$ cat config.mk
export PLATFORM = sky130hd
export DESIGN_NAME = io_ctrl
export DESIGN_NICKNAME = d
export VERILOG_FILES = /design/src/rtl/io_ctrl.sv
export SDC_FILE = /design/constraint.sdc
export NUM_CORES = 1
export LEC_CHECK = 0
export ABC_AREA = 1
export BUFFER_PORTS_ARGS = -buffer_cell sky130_fd_sc_hd__buf_2
export CAP_MARGIN = 5
export CORE_MARGIN = 2
export CORE_UTILIZATION = 57
export DETAILED_ROUTE_END_ITERATION = 10
export PLACE_DENSITY = 0.95
export SKIP_CTS_REPAIR_TIMING = 1
export SLEW_MARGIN = 15
export SYNTH_ARGS = -nofsm -noshare
export SYNTH_HDL_FRONTEND = slang
export SYNTH_SLANG_ARGS = --single-unit
$ cat constraint.sdc
create_clock -name clk -period 3.69 [get_ports clk]
set_input_delay 0.1845 -clock clk [delete_from_list [all_inputs] [get_ports clk]]
set_output_delay 0.1845 -clock clk [all_outputs]
set_load 0.005 [all_outputs]
$ cat src/rtl/io_ctrl.sv
// Memory-mapped I/O controller: latches the switches as two operands on BTNR,
// accepts a CPU result and scans it onto the 8-digit seven-segment display.
module io_ctrl #(
    parameter int DEBOUNCE_CYCLES = 4,
    parameter int SCAN_DIV        = 8
) (
    input  logic        clk,
    input  logic        reset,
    input  logic        pRead,
    input  logic        pWrite,
    input  logic [7:0]  addr,
    input  logic [31:0] pWriteData,
    output logic [31:0] pReadData,
    input  logic        BTNL,
    input  logic        BTNR,
    input  logic [15:0] SW,
    output logic [7:0]  AN,
    output logic        DP,
    output logic [6:0]  A2G
);

    localparam int DB_W   = (DEBOUNCE_CYCLES > 1) ? $clog2(DEBOUNCE_CYCLES) : 1;
    localparam int SCAN_W = (SCAN_DIV > 1) ? $clog2(SCAN_DIV) : 1;

    // Button lanes: index 0 is BTNR, index 1 is BTNL.
    logic [1:0]      btn_s1;
    logic [1:0]      btn_s2;
    logic [1:0]      db_level;
    logic [1:0]      db_prev;
    logic [DB_W-1:0] db_cnt [2];
    logic [1:0]      rise;

    logic [15:0]       sw_s1;
    logic [15:0]       sw_s2;
    logic [15:0]       sw_latch;
    logic              input_ready;
    logic              output_ready;
    logic [31:0]       disp_reg;
    logic [SCAN_W-1:0] scan_cnt;
    logic [2:0]        digit;

    logic read_opb;
    logic write_disp;
    logic unused_addr_bits;

    assign read_opb         = pRead  && (addr[3:2] == 2'd2);
    assign write_disp       = pWrite && (addr[3:2] == 2'd3);
    assign unused_addr_bits = ^{addr[7:4], addr[1:0]};
    assign rise             = db_level & ~db_prev;

    always_ff @(posedge clk) begin
        if (reset) begin
            btn_s1   <= '0;
            btn_s2   <= '0;
            db_level <= '0;
            db_prev  <= '0;
            sw_s1    <= '0;
            sw_s2    <= '0;
            for (int i = 0; i < 2; i++) db_cnt[i] <= '0;
        end else begin
            btn_s1  <= {BTNL, BTNR};
            btn_s2  <= btn_s1;
            db_prev <= db_level;
            sw_s1   <= SW;
            sw_s2   <= sw_s1;
            // The counter only runs while the synchronized level disagrees with
            // the accepted one; any agreeing sample restarts the qualification.
            for (int i = 0; i < 2; i++) begin
                if (btn_s2[i] == db_level[i]) begin
                    db_cnt[i] <= '0;
                end else if (db_cnt[i] == DB_W'(DEBOUNCE_CYCLES - 1)) begin
                    db_cnt[i]   <= '0;
                    db_level[i] <= btn_s2[i];
                end else begin
                    db_cnt[i] <= db_cnt[i] + DB_W'(1);
                end
            end
        end
    end

    always_ff @(posedge clk) begin
        if (reset) begin
            sw_latch     <= '0;
            input_ready  <= 1'b0;
            output_ready <= 1'b1;
            disp_reg     <= '0;
        end else begin
            // Fresh operands win over a concurrent OPB read.
            if (rise[0]) begin
                sw_latch    <= sw_s2;
                input_ready <= 1'b1;
            end else if (read_opb) begin
                input_ready <= 1'b0;
            end
            // A new result wins over a concurrent acknowledge.
            if (write_disp) begin
                disp_reg     <= pWriteData;
                output_ready <= 1'b0;
            end else if (rise[1]) begin
                output_ready <= 1'b1;
            end
        end
    end

    always_ff @(posedge clk) begin
        if (reset) begin
            scan_cnt <= '0;
            digit    <= '0;
        end else if (scan_cnt == SCAN_W'(SCAN_DIV - 1)) begin
            scan_cnt <= '0;
            digit    <= digit + 3'd1;
        end else begin
            scan_cnt <= scan_cnt + SCAN_W'(1);
        end
    end

    always_comb begin
        pReadData = '0;
        case (addr[3:2])
            2'd0: pReadData = {30'b0, input_ready, output_ready};
            2'd1: pReadData = {24'b0, sw_latch[15:8]};
            2'd2: pReadData = {24'b0, sw_latch[7:0]};
            2'd3: pReadData = disp_reg;
            default: pReadData = '0;
        endcase
    end

    function automatic logic [6:0] seg_font(input logic [3:0] value);
        logic [6:0] seg;
        case (value)
            4'h0: seg = 7'b0000001;
            4'h1: seg = 7'b1001111;
            4'h2: seg = 7'b0010010;
            4'h3: seg = 7'b0000110;
            4'h4: seg = 7'b1001100;
            4'h5: seg = 7'b0100100;
            4'h6: seg = 7'b0100000;
            4'h7: seg = 7'b0001111;
            4'h8: seg = 7'b0000000;
            4'h9: seg = 7'b0000100;
            4'hA: seg = 7'b0001000;
            4'hB: seg = 7'b1100000;
            4'hC: seg = 7'b0110001;
            4'hD: seg = 7'b1000010;
            4'hE: seg = 7'b0110000;
            default: seg = 7'b0111000;
        endcase
        return seg;
    endfunction

    assign AN  = ~(8'b0000_0001 << digit);
    assign A2G = seg_font(disp_reg[{digit, 2'b00} +: 4]);
    assign DP  = 1'b1;

endmodule

# --- After elaboration in Yosys (flattened, before gate mapping) ---
# Memories as Yosys holds them, arrays and structs flattened.
# Index checks and enable logic that the tools add are counted.
word_totals:
  register_bits: 96
  ram_bits: 4
  romBits: 112
  in_bits: 62
  output_inout_bits: 48
  elab_cells: 83
  mem_count: 2
classes:
  n_addsub: 4
  eq_ne: 8
  shifts: 2
  muxes: 35
  n_bitwise: 11
  reduce_logical: 8
mem_list:
  columns: ["name", "depth", "word_bits", "rd", "rd_ports_with_merged_regs", "write_ports", "line_no", "source"]
  rows:
  - ["(name not given)", 16, 7, 1, 0, 0, "130", "case (value)"]
  - ["db_cnt", 2, 2, 2, 0, 2, "30", "logic [DB_W-1:0] db_cnt [2];"]
op_table:
  columns: ["operator", "n"]
  rows:
  - ["$pmux W32 S4", 1]
  - ["$shiftx A32 B6 Y4", 1]
  - ["$mux W1", 28]
  - ["$mux W2", 6]
  - ["$eq A2 B2 Y1 const B", 4]
  - ["$not A8 Y8", 1]
  - ["$shl A1 B3 Y8 const A", 1]
  - ["$add A3 B1 Y3 const B", 2]
  - ["$or A1 B1 Y1", 6]
  - ["$add A2 B1 Y2 const B", 2]
  - ["$reduce_and A2 Y1", 2]
  - ["$reduce_bool A2 Y1", 2]
  - ["$eq A3 B3 Y1 const B", 1]
  - ["$and A2 B2 Y2", 1]
  - ["$eq A1 B1 Y1", 2]
  - ["$eq A2 B1 Y1 const B", 1]
  - ["$logic_and A1 B1 Y1", 2]
  - ["$logic_not A2 Y1", 1]
  - ["$not A1 Y1", 2]
  - ["$not A2 Y2", 1]
  - ["$reduce_or A2 Y1", 1]

# --- Longest topological paths before layout ---
# An unclocked memory read counts as a cell.
logic_depth:
  ltp_word: 8
  ltp_mapped: 12
  depth_no_buf: 11

# --- Least setup slack after synthesis ---
# No wires, ideal clock.
synth_timing:
  kind: "register -> output"
  startpoint: "register digit[0]"
  endpoint: "output port A2G[3]"
  arrival_time_ns: 1.470
  required_time_ns: 3.506
  slack_ns: 2.035
  stages_incl_launch_ff: 11
  path_buffers: 1
  cell_sequence: "dfxtp_1 -> inv_2 -> buf_6 -> nand2_1 -> nand3_1 -> nand3_1 -> nand2_1 -> ha_1 -> nand3_1 -> nand3_1 -> nand2_1"
synth_via:
  elab_chain_len: 2
synth_rtl:
  columns: ["item", "line_no", "source"]
  rows:
  - ["from (decl)", "40", "logic [2:0] digit;"]
  - ["from (signal assigned)", "111", "digit <= digit + 3'd1;"]
  - ["$shiftx A32 B6 Y4", "152", "assign A2G = seg_font(disp_reg[{digit, 2'b00} +: 4]);"]
  - ["$mem_v2 Z16 W7", null, null]
  - ["to (decl)", "19", "output logic [6:0] A2G"]
# No other way between the ends.

# --- Final worst setup path ---
layout_timing:
  startpoint: "register digit[0]"
  endpoint: "output port A2G[6]"
# The elaborated chain is that of the path after synthesis.

==> results.cfg <==
[critical_path]
path_buf_inv = 4
cp_max_fo = 17
cpMaxStageDelayCell = dfxtp_1
crit_chain = buf_4, inv_2, nand2_1, nand3_1, nand2_1, nand2_1, nand2_1, ha_1, inv_1, nand3_1, nand3_1, nand2_1, buf_2
cp.required_ns = 3.51
r2r_start = digit[0]$_SDFFE_PP0P_
cp_slowest_stage_delay_ns = 0.49
cp-end-kind = output pin
r2r_end = digit[1]$_SDFFE_PP0P_
crit_top_cell = nand2_1
worstSetupEndpoint = A2G[6]
r2r_slack_ns = 2.09
worstRegToRegCells = 5
cp.depth = 13
startpoint_type = flop
cp.arrival_ns = 2.56
critPathKind = reg -> out
crit_start = digit[0]$_SDFFE_PP0P_
crit_family = simple AND/OR/NAND/NOR gates

[place]
post-dp-hpwl_mm = 6.75
gp_congestion = 0.964
pre_cts_slack_ns = 1.42
numPortBuffers = 102

[detailed_routing]
wl_mm = 9.70
remaining_drc_errors = 0
drt_pass1_iterations = 5
wl_per_cell_um = 12.5
vias = 3965
dr.first_iter.drc_count = 269
avgViaCountPerCell = 5.10
drtAntennaViolNets = 0

[worst_hold_path]
hp-class = in -> reg
min_from = SW[11]

[clock_network]
cts_tree = built
cts.sinks = 100
insertion_delay_ns = 0.37
clockRootBuffer = clkbuf_8
numCtsBuffers = 9
clk_pin_slew_worst_paths_ns = 0.10
htree_levels = 3
cts_buffer_depth = 2

[timing]
setup_tns_ns = 0
layout_setup_ws_ns = 0.941
slew_headroom = 0.300
fmaxAchievable_mhz = 364
slew_violations = 0
worstMarginPinSlew_ns = 1.05
period_needed_ns = 2.75
hold_viol_final = 0
rsz0062_at_grt = false
finalClockSkew_ns = 0.0137
finalCritPeriodShare = 0.745
setup_violations = 0

[synth]
synth_flop_cell = dfxtp_1
async_flop_share = 0
synth_enable_flop_cells = 4
ys_warn_count = 0
ys_ff_latch = 100
syn_area_per_cell_um2 = 7.43
synth_cells = 579
yosysSeqAreaShare = 0.475
synth_cell_type_count = 26
syn_area_um2 = 4300

[final_layout]
largest_reg_flops = 32
syn2layout_area_growth_pct = 18.0
final_util = 0.696
num-nets-final = 752
diodes = 0
drive_above_1_share = 0.206

[grt]
grt_pass1_wl_mm = 16.1
first_global_vias = 3668
overflow = 0
grt_use_total = 0.240
antenna_found_initial = 0
grt_max_degree = 66

[power_and_ir_drop]
ir_worst_vdd_mv = 0.289
power_density_nw_per_um2 = 411
p_leak_nw = 2.51

[die]
die_w_um = 90.9
die_area_um2 = 8260
core_area_um2 = 7290
num_rows = 31
boundaryPins = 110
initial_utilization = 0.590
die_h_um = 90.9

[outcome]
status = completed

[flow_run]
maxCapViolCount = 0
## report_power, final
part / total, mW / internal [mW] / switching [mW]
combinational: 0.227 / 0.0874 / 0.139
clock: 0.699 / 0.284 / 0.415
sequential: 1.16 / 1.14 / 0.0190
total: 2.08 / 1.51 / 0.573
## cells in the mapped netlist, types with 5 or more instances
cell type	n	area, µm²
a21oi_1	39	195
nor2_1	104	390
ha_1	16	200
o21ai_0	55	275
nand2_1	90	338
dfxtp_1	96	1920
inv_1	84	315
clkbuf_1	15	56.3
o211ai_1	11	82.6
buf_2	5	25.0
inv_2	5	18.8
nand3_1	30	150
## cell usage in the layout (no fill, tap or decap), types with 2 or more instances in the layout
cell           count
nand3_4            2
o2111ai_1          2
edfxtp_1           4
conb_1             5
ha_1              16
nand3_1           29
o211ai_1          11
buf_4              3
inv_8              2
a21oi_1           39
nand3_2            5
o21ai_0           55
inv_6              2
dfxtp_1           96
nand2_2            4
inv_1             84
nor2_1           104
nand2_1           89
buf_2            102
dlygate4sd3_1      3
inv_2              5
clkbuf_8          10
## per-stage QoR
step	instances	hold slack, ns	power [mW]	cell area (µm²)
floorplan	583	0.291	1.32	4320
global placement	759	0.384	1.39	4840
detailed placement	759	0.391	1.40	4840
CTS	775	-0.0163	2.09	5040
global route	778	0.00305	2.18	5070
finish	778	0.00156	2.08	5070
## kinds of logic (layout without fill, tap and decap cells)
| group | after synthesis | in the layout | share of synthesized area |
|---|---|---|---|
| buffers and inverters | 119 | 215 | 0.112 |
| xor gates and xnor gates | 1 | 1 | 0.00204 |
| AOI/OAI and AO/OA | 107 | 107 | 0.133 |
| DFF | 100 | 100 | 0.475 |
| and+or+nand+nor | 235 | 235 | 0.231 |
| adders and majority gates | 16 | 16 | 0.0465 |
| other | 1 | 5 | 0.000872 |
## layer usage
| metal | vias up | share of wire | global-route usage |
|---|---|---|---|
| met5 | - | 0 | 0 |
| met4 | 0 | 0.028 | 0.114 |
| met3 | 29 | 0.081 | 0.0584 |
| met2 | 169 | 0.50 | 0.417 |
| met1 | 1781 | 0.39 | 0.279 |
| li1 | 1986 | - | - |
## area by class of cell
type,instances,area (µm²)
fillers,612,2220
flip-flops and latches,100,2040
multi-input cells,364,1800
repair buffers,108,563
inverters,91,344
clock buffers,10,138
well taps,99,124
clock inverters,6,63.8
## tightest hold or removal path, stage by stage
cell	delay, ns
buf_2	0.09
inv_1	0.04
nor2_1	0.03
## worst min path at each step
stage,end,slack (ns),cells after the start
after CTS,sw_s1[11]$_SDFF_PP0_,-0.02,3
after global placement,sw_s1[10]$_SDFF_PP0_,0.38,3
after global routing,sw_s1[4]$_SDFF_PP0_,0.003,3
after detailed placement,sw_s1[14]$_SDFF_PP0_,0.39,3
after floorplan,btn_s1[0]$_SDFF_PP0_,0.29,2
final,sw_s1[11]$_SDFF_PP0_,0.002,3
No activity file was read; power rests on OpenSTA's default activity.
